`config.mk`:
```
export PLATFORM = sky130hd
export DESIGN_NAME = ysyx_24100006_rxbar_flat
export DESIGN_NICKNAME = d
export VERILOG_FILES = /design/src/rtl/ysyx_24100006_bus_pkg.sv /design/src/rtl/ysyx_24100006_rxbar_if.sv /design/src/rtl/ysyx_24100006_addr_dec.sv /design/src/rtl/ysyx_24100006_rxbar.sv /design/src/flat_wrapper.sv
export SDC_FILE = /design/constraint.sdc
export NUM_CORES = 1
export LEC_CHECK = 0
export ABC_AREA = 1
export ABC_CLOCK_PERIOD_IN_PS = 2900
export BUFFER_PORTS_ARGS = -buffer_cell sky130_fd_sc_hd__buf_4
export CORE_AREA = 2 2 130 69
export CTS_BUF_LIST = sky130_fd_sc_hd__clkbuf_8
export CTS_CLUSTER_SIZE = 25
export DETAILED_ROUTE_END_ITERATION = 8
export DIE_AREA = 0 0 132 71
export PLACE_DENSITY = 0.83
export SYNTH_ARGS = -nofsm -noshare
export SYNTH_HDL_FRONTEND = slang
export SYNTH_SLANG_ARGS = --single-unit
```
`constraint.sdc`:
```
create_clock -name clk -period 2.9 [get_ports clk]
set_input_delay 0.145 -clock clk [delete_from_list [all_inputs] [get_ports clk]]
set_output_delay 0.145 -clock clk [all_outputs]
set_load 0.01 [all_outputs]
```
`src/rtl/ysyx_24100006_bus_pkg.sv`:
```
// Shared bus definitions for the ysyx_24100006 crossbars.
// Holds response codes, the read-crossbar state encoding and CLINT window constants.
package ysyx_24100006_bus_pkg;

   localparam logic [1:0] RESP_OKAY   = 2'b00;
   localparam logic [1:0] RESP_SLVERR = 2'b10;
   localparam logic [1:0] RESP_DECERR = 2'b11;

   localparam logic [31:0] CLINT_BASE_DEFAULT = 32'h0200_0000;
   localparam logic [31:0] CLINT_MASK_DEFAULT = 32'hFFFF_F000;
   localparam logic [31:0] CLINT_BASE_NPC     = 32'hA000_0048;

   typedef enum logic [2:0] {
      RX_IDLE,
      RX_CLINT_REQ,
      RX_CLINT_WAIT,
      RX_MEM_AR,
      RX_MEM_R,
      RX_RESP
   } rxbar_state_e;

   function automatic logic addr_hit(input logic [31:0] addr,
                                     input logic [31:0] base,
                                     input logic [31:0] mask);
      return (addr & mask) == base;
   endfunction

endpackage

```
`src/rtl/ysyx_24100006_rxbar_if.sv`:
```
// Read-channel interfaces: a full AXI-Lite style read port and the
// pulse-based CLINT read port (no arready, no rready, no rresp).
interface ysyx_24100006_rxbar_if;
   logic [31:0] araddr;
   logic        arvalid;
   logic        arready;
   logic [31:0] rdata;
   logic [1:0]  rresp;
   logic        rvalid;
   logic        rready;

   modport master (output araddr, arvalid, rready,
                   input  arready, rdata, rresp, rvalid);
   modport slave  (input  araddr, arvalid, rready,
                   output arready, rdata, rresp, rvalid);
endinterface

interface ysyx_24100006_clint_rd_if;
   logic [31:0] araddr;
   logic        arvalid;
   logic [31:0] rdata;
   logic        rvalid;

   modport master (output araddr, arvalid,
                   input  rdata, rvalid);
   modport slave  (input  araddr, arvalid,
                   output rdata, rvalid);
endinterface

```
`src/rtl/ysyx_24100006_addr_dec.sv`:
```
// Combinational CLINT window decoder, shared by the read and write crossbars.
module ysyx_24100006_addr_dec
   import ysyx_24100006_bus_pkg::*;
#(
   parameter logic [31:0] BASE = CLINT_BASE_DEFAULT,
   parameter logic [31:0] MASK = CLINT_MASK_DEFAULT
) (
   input  logic [31:0] addr_i,
   output logic        clint_hit_o,
   output logic        misaligned_o
);

   assign clint_hit_o  = addr_hit(addr_i, BASE, MASK);
   assign misaligned_o = addr_i[1:0] != 2'b00;

endmodule

```
`src/rtl/ysyx_24100006_rxbar.sv`:
```
// LSU read crossbar: routes one outstanding read to CLINT or memory and
// buffers the response so the LSU sees a proper valid/ready handshake.
module ysyx_24100006_rxbar
   import ysyx_24100006_bus_pkg::*;
#(
   parameter logic [31:0] CLINT_BASE = CLINT_BASE_DEFAULT,
   parameter logic [31:0] CLINT_MASK = CLINT_MASK_DEFAULT
) (
   input logic                       clk,
   input logic                       reset,
   ysyx_24100006_rxbar_if.slave      lsu,
   ysyx_24100006_clint_rd_if.master  clint,
   ysyx_24100006_rxbar_if.master     mem
);

   rxbar_state_e state_q;
   logic [31:0]  addr_q;
   logic [31:0]  rdata_q;
   logic [1:0]   rresp_q;
   logic         arready_q;
   logic         clintArvalid_q;
   logic         memArvalid_q;
   logic         memRready_q;
   logic         rvalid_q;
   logic         clintHit;
   logic         misaligned;

   // Decoding the live address is only meaningful in the accepting cycle;
   // afterwards everything downstream works from addr_q.
   ysyx_24100006_addr_dec #(
      .BASE (CLINT_BASE),
      .MASK (CLINT_MASK)
   ) u_dec (
      .addr_i       (lsu.araddr),
      .clint_hit_o  (clintHit),
      .misaligned_o (misaligned)
   );

   always_ff @(posedge clk or posedge reset) begin
      if (reset) begin
         state_q        <= RX_IDLE;
         addr_q         <= '0;
         rdata_q        <= '0;
         rresp_q        <= RESP_OKAY;
         arready_q      <= 1'b0;
         clintArvalid_q <= 1'b0;
         memArvalid_q   <= 1'b0;
         memRready_q    <= 1'b0;
         rvalid_q       <= 1'b0;
      end else begin
         case (state_q)
            RX_IDLE: begin
               if (!arready_q) begin
                  arready_q <= 1'b1;
               end else if (lsu.arvalid) begin
                  arready_q <= 1'b0;
                  addr_q    <= lsu.araddr;
                  if (clintHit && !misaligned) begin
                     clintArvalid_q <= 1'b1;
                     state_q        <= RX_CLINT_REQ;
                  end else if (clintHit) begin
                     rdata_q  <= '0;
                     rresp_q  <= RESP_SLVERR;
                     rvalid_q <= 1'b1;
                     state_q  <= RX_RESP;
                  end else begin
                     memArvalid_q <= 1'b1;
                     state_q      <= RX_MEM_AR;
                  end
               end
            end
            RX_CLINT_REQ: begin
               clintArvalid_q <= 1'b0;
               state_q        <= RX_CLINT_WAIT;
            end
            RX_CLINT_WAIT: begin
               if (clint.rvalid) begin
                  rdata_q  <= clint.rdata;
                  rresp_q  <= RESP_OKAY;
                  rvalid_q <= 1'b1;
                  state_q  <= RX_RESP;
               end
            end
            RX_MEM_AR: begin
               if (mem.arready) begin
                  memArvalid_q <= 1'b0;
                  memRready_q  <= 1'b1;
                  state_q      <= RX_MEM_R;
               end
            end
            RX_MEM_R: begin
               if (mem.rvalid) begin
                  memRready_q <= 1'b0;
                  rdata_q     <= mem.rdata;
                  rresp_q     <= mem.rresp;
                  rvalid_q    <= 1'b1;
                  state_q     <= RX_RESP;
               end
            end
            RX_RESP: begin
               if (lsu.rready) begin
                  rvalid_q  <= 1'b0;
                  arready_q <= 1'b1;
                  state_q   <= RX_IDLE;
               end
            end
            default: state_q <= RX_IDLE;
         endcase
      end
   end

   assign lsu.arready   = arready_q;
   assign lsu.rdata     = rdata_q;
   assign lsu.rresp     = rresp_q;
   assign lsu.rvalid    = rvalid_q;
   assign clint.araddr  = addr_q;
   assign clint.arvalid = clintArvalid_q;
   assign mem.araddr    = addr_q;
   assign mem.arvalid   = memArvalid_q;
   assign mem.rready    = memRready_q;

endmodule

```
`src/flat_wrapper.sv`:
```
// flat-port wrapper written by rule: the top's interface ports become plain ports
module ysyx_24100006_rxbar_flat import ysyx_24100006_bus_pkg::*;
#(
   parameter logic [31:0] CLINT_BASE = CLINT_BASE_DEFAULT,
   parameter logic [31:0] CLINT_MASK = CLINT_MASK_DEFAULT
)
  (clk, reset, lsu_araddr, lsu_arvalid, lsu_rready, lsu_arready, lsu_rdata, lsu_rresp, lsu_rvalid, clint_araddr, clint_arvalid, clint_rdata, clint_rvalid, mem_araddr, mem_arvalid, mem_rready, mem_arready, mem_rdata, mem_rresp, mem_rvalid);
  ysyx_24100006_rxbar_if lsu_i ();
  ysyx_24100006_clint_rd_if clint_i ();
  ysyx_24100006_rxbar_if mem_i ();
  input logic clk;
  input logic reset;
  input wire logic [$bits(lsu_i.araddr)-1:0] lsu_araddr;
  input wire logic [$bits(lsu_i.arvalid)-1:0] lsu_arvalid;
  input wire logic [$bits(lsu_i.rready)-1:0] lsu_rready;
  output wire logic [$bits(lsu_i.arready)-1:0] lsu_arready;
  output wire logic [$bits(lsu_i.rdata)-1:0] lsu_rdata;
  output wire logic [$bits(lsu_i.rresp)-1:0] lsu_rresp;
  output wire logic [$bits(lsu_i.rvalid)-1:0] lsu_rvalid;
  output wire logic [$bits(clint_i.araddr)-1:0] clint_araddr;
  output wire logic [$bits(clint_i.arvalid)-1:0] clint_arvalid;
  input wire logic [$bits(clint_i.rdata)-1:0] clint_rdata;
  input wire logic [$bits(clint_i.rvalid)-1:0] clint_rvalid;
  output wire logic [$bits(mem_i.araddr)-1:0] mem_araddr;
  output wire logic [$bits(mem_i.arvalid)-1:0] mem_arvalid;
  output wire logic [$bits(mem_i.rready)-1:0] mem_rready;
  input wire logic [$bits(mem_i.arready)-1:0] mem_arready;
  input wire logic [$bits(mem_i.rdata)-1:0] mem_rdata;
  input wire logic [$bits(mem_i.rresp)-1:0] mem_rresp;
  input wire logic [$bits(mem_i.rvalid)-1:0] mem_rvalid;
  assign lsu_i.araddr = lsu_araddr;
  assign lsu_i.arvalid = lsu_arvalid;
  assign lsu_i.rready = lsu_rready;
  assign lsu_arready = lsu_i.arready;
  assign lsu_rdata = lsu_i.rdata;
  assign lsu_rresp = lsu_i.rresp;
  assign lsu_rvalid = lsu_i.rvalid;
  assign clint_araddr = clint_i.araddr;
  assign clint_arvalid = clint_i.arvalid;
  assign clint_i.rdata = clint_rdata;
  assign clint_i.rvalid = clint_rvalid;
  assign mem_araddr = mem_i.araddr;
  assign mem_arvalid = mem_i.arvalid;
  assign mem_rready = mem_i.rready;
  assign mem_i.arready = mem_arready;
  assign mem_i.rdata = mem_rdata;
  assign mem_i.rresp = mem_rresp;
  assign mem_i.rvalid = mem_rvalid;
  ysyx_24100006_rxbar #(.CLINT_BASE(CLINT_BASE), .CLINT_MASK(CLINT_MASK)) u_core (.clk(clk), .reset(reset), .lsu(lsu_i), .clint(clint_i), .mem(mem_i));
endmodule
```
==> summary.md, run 1 <==
| Metric | Value |
|---|---|
| Critical path depth | 8 |
| Crit share post-route | approximately 75% |
| All-Layer GR Usage | about a quarter |
| Reg area | between 1500 and 2000 um2 |
| Root buf cell | clkbuf_8 |
| CP max stage cell | nand2_2 |
| Synth Cell Area | 3830 um2 |
| Critical path buffer and inverter count | 1 |
| Multi-input gate area | approximately 1500 um2 |
| Max-slew headroom | approximately a third |
| Total power | 5.93 mW |
| RSZ-0062 raised after global routing | no |
| Lkg Pwr | between 3 and 4 nW |
| Number of library cell types mapped by synthesis | 28 |
| Vias/cell | between 4 and 5 |
| First-pass GRT wire length | roughly 18 mm |
| Peak supply drop | ~0.5 mV |
| Die Height | about 71 um |
| TritonCTS buffer count | 9 |
| Share of cells above drive strength 1 | just over 40% |
| Cell family with most CP delay | simple AND/OR/NAND/NOR gates |
| Crit path top cell by count | nand2_1 |
| Net count, final | 739 |
| Worst r2r path cells | 8 |
| H-tree level count | 3 |
| # hold bufs at CTS | 9 |
| Setup TNS | 0 ns |
| Share of the synthesized area in the top cell type | 48.3% |
| Max Slew Vio Count | 0 |
| Type of the worst setup path | flop to flop |
| # IOs | between 200 and 250 |
| # fillers | between 600 and 700 |
| Critical path launch point type | flop |
| Initial antenna violation count | 0 |
| Number of synthesis warnings | 0 |
| Finish-stage setup viols | 0 |
| Critical path arrival | between 2 and 2.5 ns |
| Total Routed Length | 11.2 mm |
| Ant. Diodes | 0 |
| Drt wl/cell | roughly 15 um |
| Largest net degree at the start of global routing | 62 |
| PwrDens | 1070 nW/um2 |
| Cells after Synth | 457 |
| DP HPWL | 8.27 mm |
| Crit path required time | about 3.1 ns |
| IO Port Bufs | roughly 210 |
| Post-CTS repair timing setup buffer count | 0 |
| Antenna Violating Nets Remaining | 0 |
| Clk_lat worst skew | between 0.3 and 0.4 ns |
| Clock transition at path regs | about 0.080 ns |
| Clock Skew | 0.00939 ns |
| Via count | around 3.7k |
| GRT overflow | 0 |
| Placer Congestion | 0.865 |
| # resized after CTS | 0 |
| Hold_ws | roughly 0.013 ns |
| Max FO, Critical Path | 36 |
| Commonest cells after routing, fill and taps aside | buf_4 (211), nand2_1 (150), dfrtp_1 (74) |
| Crit path largest cell delay | approximately 0.54 ns |
| Min cycle time layout | 2.18 ns |
| Util after Layout | approximately 67% |
| Avg Synthesized Cell Area | between 8 and 9 um2 |
| Vias in the first global route | 3539 |
| CTS tree | built |
| Yosys reg bits | 74 |
| 1st-iter DRT viols | 175 |
| Starting Density | about 46% |
| Synth area leader | dfrtp_1 |
| Most common cell after layout, fill and taps aside | buf_4 |
| Max-cap violations | 0 |
| Residual DRC | 0 |
| Area Growth Syn to Fin | 44.8% |
| Synth area leaders | dfrtp_1 (48%), nand2_1 (15%), buf_4 (7.4%) |
| Hold Vio Cnt, Final | 0 |
| Clock sinks | 74 |
| Clock tree buffer depth | 2 |
| 1st-pass router iterations | 5 |
| Status | finished, final reports clean |
| Row cnt | 24 |
| Die width | about 130 um |
| Core ar. | 8320 um2 |
| Critical Path, Cell by Cell | nor2_2 > inv_2 > nor2_4 > nand4_1 > nand2_2 > nor2_8 > nand2_1 > nand2_1 |
| Worst setup EP type | flop |
| Part of the Yosys area used for sequential elements | between 40% and 50% |
| Mapped Nets | 562 |
| Post-Place Worst Slack | 0.792 ns |
| Post-route setup slack | slightly above 0.7 ns |
| Worst-Margin Slew | 1.02 ns |
| Die area | approximately 9400 um2 |
| Worst min path class | input port to asynchronous set/reset pin |
| Fmax | roughly 460 MHz |
## layout make-up
| type | instances | area share (%) |
|---|---|---|
| Clock buffer | 9 | 2.23 |
| Clock inverter | 7 | 2.84 |
| Inverter | 33 | 2.25 |
| Multi-Input combinational cell | 296 | 26.5 |
| Sequential cell | 74 | 33.3 |
| Tap cell | 117 | 2.64 |
| Timing Repair Buffer | 220 | 30.1 |
## path summary, 6_finish.rpt
path,startpoint,to,slack [ns]
setup / recovery,u_core.state_q[1],u_core.lsu.rdata[4],0.72
hold / removal,reset,u_core.lsu.rdata[1],0.01
setup reg to reg,u_core.state_q[1],u_core.lsu.rdata[4],0.72
hold reg to reg,u_core.lsu.rdata[12],u_core.lsu.rdata[12],0.51
max in group asynchronous,reset,u_core.clint.araddr[19],2.13
min in group clk,lsu_araddr[8],u_core.clint.araddr[8],0.02
## layer usage
metal / share of wire, % / wire [um] / GRT usage, %
met4: 1.2 / 132 / 6.88
met3: 6.4 / 723 / 6.16
met2: 48 / 5390 / 39.7
met1: 44 / 4960 / 31.7
met5: 0 / 0 / 0
## cells by family (layout without fill, tap and decap cells)
kind of cell / count (synthesis) / in the layout / share of synthesized area (%)
AOI/OAI and AO/OA: 90 / 90 / 15.2
DFF: 74 / 74 / 48.3
buffers and inverters: 87 / 269 / 13.3
and+or+nand+nor: 206 / 206 / 23.2
## report_power, final
group	switching, mW	total [mW]	leakage [nW]	internal, mW
logic	1.66	2.97	2.00	1.32
registers	0.358	1.84	0.955	1.49
clock network	0.371	1.11	0.146	0.739
## sequential cells by signal (all words and copies together), names as in the netlist
| name | flops |
|---|---|
| u_core.mem.rready | 1 |
| u_core.clint.araddr | 32 |
| u_core.lsu.rresp | 2 |
| u_core.lsu.rdata | 32 |
| u_core.clint.arvalid | 1 |
| u_core.state_q | 3 |
| u_core.lsu.rvalid | 1 |
| u_core.mem.arvalid | 1 |
| u_core.lsu.arready | 1 |
## cells in the mapped netlist
master	number
nor2_4	2
buf_8	1
nand4_1	2
nand3_1	7
o21ba_2	1
nor2_2	4
nor2_1	22
nand3_4	1
or2_2	1
a22o_1	32
o22ai_1	1
inv_2	7
a21oi_1	1
dfrtp_1	74
nand2_2	12
inv_1	26
buf_6	2
buf_4	38
nor2_8	1
o22ai_2	1
o21ai_0	39
nand3_2	1
nand2_1	150
buf_2	10
o21ai_1	15
nor3_1	2
clkbuf_1	3
nor3_2	1
## worst register-to-register path, cell delays in order, from the launching register on
cell and delay, ns:
dfrtp_1 0.47, nor2_2 0.21, inv_2 0.07, nor2_4 0.16, nand4_1 0.15, nand2_2 0.54, nor2_8 0.24, nand2_1 0.15
nand2_1 0.06
## per-stage QoR
stage | cell area, um2 | instances
after floorplan | 3830 | 457
after global placement | 5180 | 731
after detailed placement | 5180 | 731
after CTS | 5550 | 756
after global routing | 5550 | 756
final | 5550 | 756
Power figures use the tool's default switching activity.
==> run 2: changes to the inputs <==
--- a/config.mk
+++ b/config.mk
@@ -6,14 +6,14 @@
 export NUM_CORES = 1
 export LEC_CHECK = 0
 export ABC_AREA = 1
-export ABC_CLOCK_PERIOD_IN_PS = 2900
+export ABC_CLOCK_PERIOD_IN_PS = 2300
 export BUFFER_PORTS_ARGS = -buffer_cell sky130_fd_sc_hd__buf_4
-export CORE_AREA = 2 2 130 69
+export CORE_AREA = 2 2 133 70
 export CTS_BUF_LIST = sky130_fd_sc_hd__clkbuf_8
 export CTS_CLUSTER_SIZE = 25
 export DETAILED_ROUTE_END_ITERATION = 8
-export DIE_AREA = 0 0 132 71
-export PLACE_DENSITY = 0.83
+export DIE_AREA = 0 0 135 72
+export PLACE_DENSITY = 0.81
 export SYNTH_ARGS = -nofsm -noshare
 export SYNTH_HDL_FRONTEND = slang
 export SYNTH_SLANG_ARGS = --single-unit
==> constraint.sdc (replaced) <==
create_clock -name clk -period 2.3 [get_ports clk]
set_input_delay 0.115 -clock clk [delete_from_list [all_inputs] [get_ports clk]]
set_output_delay 0.115 -clock clk [all_outputs]
set_load 0.01 [all_outputs]
==> run 2 against run 1 <==
Compared with the run above: sequential power increased by 24%; critical path depth increased by 3; combinational power increased by 26%; hold slack improved by 0.0084 ns; sequential cell count unchanged; power increased by 16%; sequential share of layout area about the same; clock skew decreased by 0.0034 ns; clock-buffer cell count increased by 2; global-route usage decreased by 2.2 points; worst setup slack got worse by 0.42 ns.
==> summary.md, run 2 (synthesis gave the netlist of run 1 again) <==
| Metric | Value |
|---|---|
| Global routing's busiest layer | met2 |
| Peak supply drop | 0.480 mV (-2.9%) |
| Max FO, Critical Path | 35 (-2.8%) |
| Critical path buffer and inverter count | 2 (+1) |
| First-pass GRT wire length | 16.8 mm (-5.0%) |
| Via count | 3581 (-2.8%) |
| 1st-pass router iterations | 4 (-1) |
| Worst r2r dst | u_core.lsu.rdata[24] |
| Largest net degree at the start of global routing | 47 (-24%) |
| Cell family with most CP delay | simple AND/OR/NAND/NOR gates |
| Setup TNS | 0 ns (unchanged) |
| Fmax | 501 MHz |
| DP HPWL | 7.58 mm (-8.4%) |
| Internal power | 4.02 mW (+13%) |
| Max Slew Vio Count | 0 (unchanged) |
| # IOs | 208 (unchanged) |
| CTS tree | built |
| Critical path launch point type | input port |
| Vias/cell | 4.69 (-3.8%) |
| Min-Delay Endpoint | u_core.clint.araddr[15] |
| Crit path required time | 2.57 ns (-0.56 ns) |
| Residual DRC | 0 (unchanged) |
| IO Port Bufs | 207 (unchanged) |
| Type of the worst setup path | input port to flop |
| Clock share of power | 12.4% (-6.3 points) |
| Core ar. | 8530 um2 (+2.5%) |
| Hold Vio Cnt, Final | 0 (unchanged) |
| Total power | 6.87 mW (+16%) |
| Most common cell after layout, fill and taps aside | buf_4 |
| Min cycle time layout | between 1.5 and 2 ns |
| Clk_lat worst skew | 0.34 ns (about the same) |
| GR met2 Demand/Resource | 38.7% (-1.0 points) |
| Clock tree buffer depth | 2 (unchanged) |
| Crit path launch | lsu_araddr[16] |
| Drt wl/cell | 13.5 um (-8.8%) |
| Area Growth Syn to Fin | 44.6% |
| Max-cap violations | 0 (unchanged) |
| Total Routed Length | 10.3 mm (-7.9%) |
| All-Layer GR Usage | 21.7% (-2.2 points) |
| Initial antenna violation count | 0 (unchanged) |
| Hold path startpoint | lsu_araddr[15] |
| Sequential share of power | 33.3% (+2.2 points) |
| 1st-iter DRT viols | 133 (-24%) |
| Placer Congestion | 0.828 (-4.3%) |
| Sw frac | 41.6% (+1.3 points) |
| CP max stage cell | dlygate4sd3_1 |
| Worst-Margin Slew | 0.730 ns (-0.289 ns) |
| TritonCTS buffer count | 9 (unchanged) |
| Worst hold path depth | 3 |
| Finish-stage setup viols | 0 (unchanged) |
| Root buf cell | clkbuf_8 |
| Crit Reg-Reg Startpoint | u_core.state_q[0] |
| Crit path top cell by count | nand2_1 |
| Die Height | 72 um (+1.4%) |
| Worst R2R Setup Slack | 0.43 ns (-0.29 ns) |
| Grt met1 use | 25.8% (-5.9 points) |
| Crit share post-route | between 80% and 90% |
| Grt met3 use | 5.17% (-0.99 points) |
| Status | finished, final reports clean |
| PwrDens | 1240 nW/um2 (+16%) |
| RSZ-0062 raised after global routing | no |
| Die width | 135 um (+2.3%) |
| Clock sinks | 74 (unchanged) |
| Starting Density | 45.0% (-1.1 points) |
| Worst min path class | input port to flop |
| Util after Layout | 65.0% (-1.7 points) |
| Clock Skew | 0.00602 ns (-0.00337 ns) |
| Die area | 9720 um2 (+3.7%) |
| Psw | 2.85 mW (+20%) |
| Commonest cells after routing, fill and taps aside | buf_4 (213), nand2_1 (150), dfrtp_1 (74) |
| Combinational power share | 54.2% (+4.0 points) |
| Row cnt | 24 (unchanged) |
| Net count, final | 750 (+1.5%) |
| Clock transition at path regs | 0.06 ns (-0.02 ns) |
| Share of cells above drive strength 1 | 39.9% (-0.50 points) |
| Max-slew headroom | 51.3% (+19 points) |
| Worst setup EP type | flop |
| Post-CTS repair timing setup buffer count | 0 (unchanged) |
| Lkg Pwr | 3.10 nW (-0.17%) |
| Critical path arrival | 2.27 ns (-0.15 ns) |
| GRT overflow | 0 (unchanged) |
| Vias in the first global route | 3525 (-0.40%) |
| Antenna Violating Nets Remaining | 0 (unchanged) |
| Crit path largest cell delay | 0.55 ns (about the same) |
| Critical Path, Cell by Cell | dlygate4sd3_1 > buf_4 > nor2_1 > nand2_1 > nor2_1 > nand3_2 > nand2_2 > nand3_4 > nor2_8 > nand2_1 > nand2_1 |
| Ant. Diodes | 0 (unchanged) |
| H-tree level count | 3 (unchanged) |
| Worst r2r path cells | 8 (unchanged) |
run 2: worst max path at each step:
stage          slack (ns)  cells past startpoint                      to
6_report             0.30                     11     u_core.lsu.rdata[9]
5_1_grt              0.07                     11     u_core.lsu.rdata[7]
4_1_cts              0.30                     11    u_core.lsu.rdata[22]
3_5_place_dp         0.43                      8     u_core.lsu.rdata[5]
3_3_place_gp         0.50                      8     u_core.lsu.rdata[5]
2_1_floorplan        0.30                      1  u_core.clint.araddr[0]
run 2: tightest hold or removal path: cells and delay by family:
family	cells	cell delay, ns
AND/OR/NAND/NOR	2	0.11
buffers and inverters	1	0.10
run 2: per-stage QoR:
step                      instances  cell area (um2)  hold WS (ns)  worst slack, ns
final                           764             5550        0.0218            0.303
after global routing            764             5550        0.0193           0.0740
after CTS                       764             5550       0.00101            0.298
after detailed placement        734             5220         0.268            0.435
after global placement          734             5220         0.246            0.499
after floorplan                 457             3830         0.232            0.303
run 2: area by class of cell:
cell class,count,area (um2)
fill,747,2980
sequential,74,1850
timing repair buffer,231,1790
multi-input combinational,296,1470
clock buffer,11,151
tap,117,146
inverter,33,125
clock inverter,2,7.51
run 2: power by group through the flow:
stage,sequential (mW),combinational (mW),clock [mW]
after floorplan,2.47,2.24,0
after global placement,2.28,3.66,0
after detailed placement,2.31,3.73,0
after CTS,2.29,3.76,0.887
after global routing,2.38,4.10,0.951
final,2.29,3.73,0.853
run 2: layer usage:
layer / vias to the layer above / wire [um]
li1: 1812 / -
met1: 1649 / 4170
met2: 104 / 5430
met3: 16 / 531
met4: 0 / 195
met5: - / 0
run 2: timing repair:
action	4_1_cts	5_1_grt
hold endpoints to repair	55	0
hold buffers	17	0
resized for setup	0	0
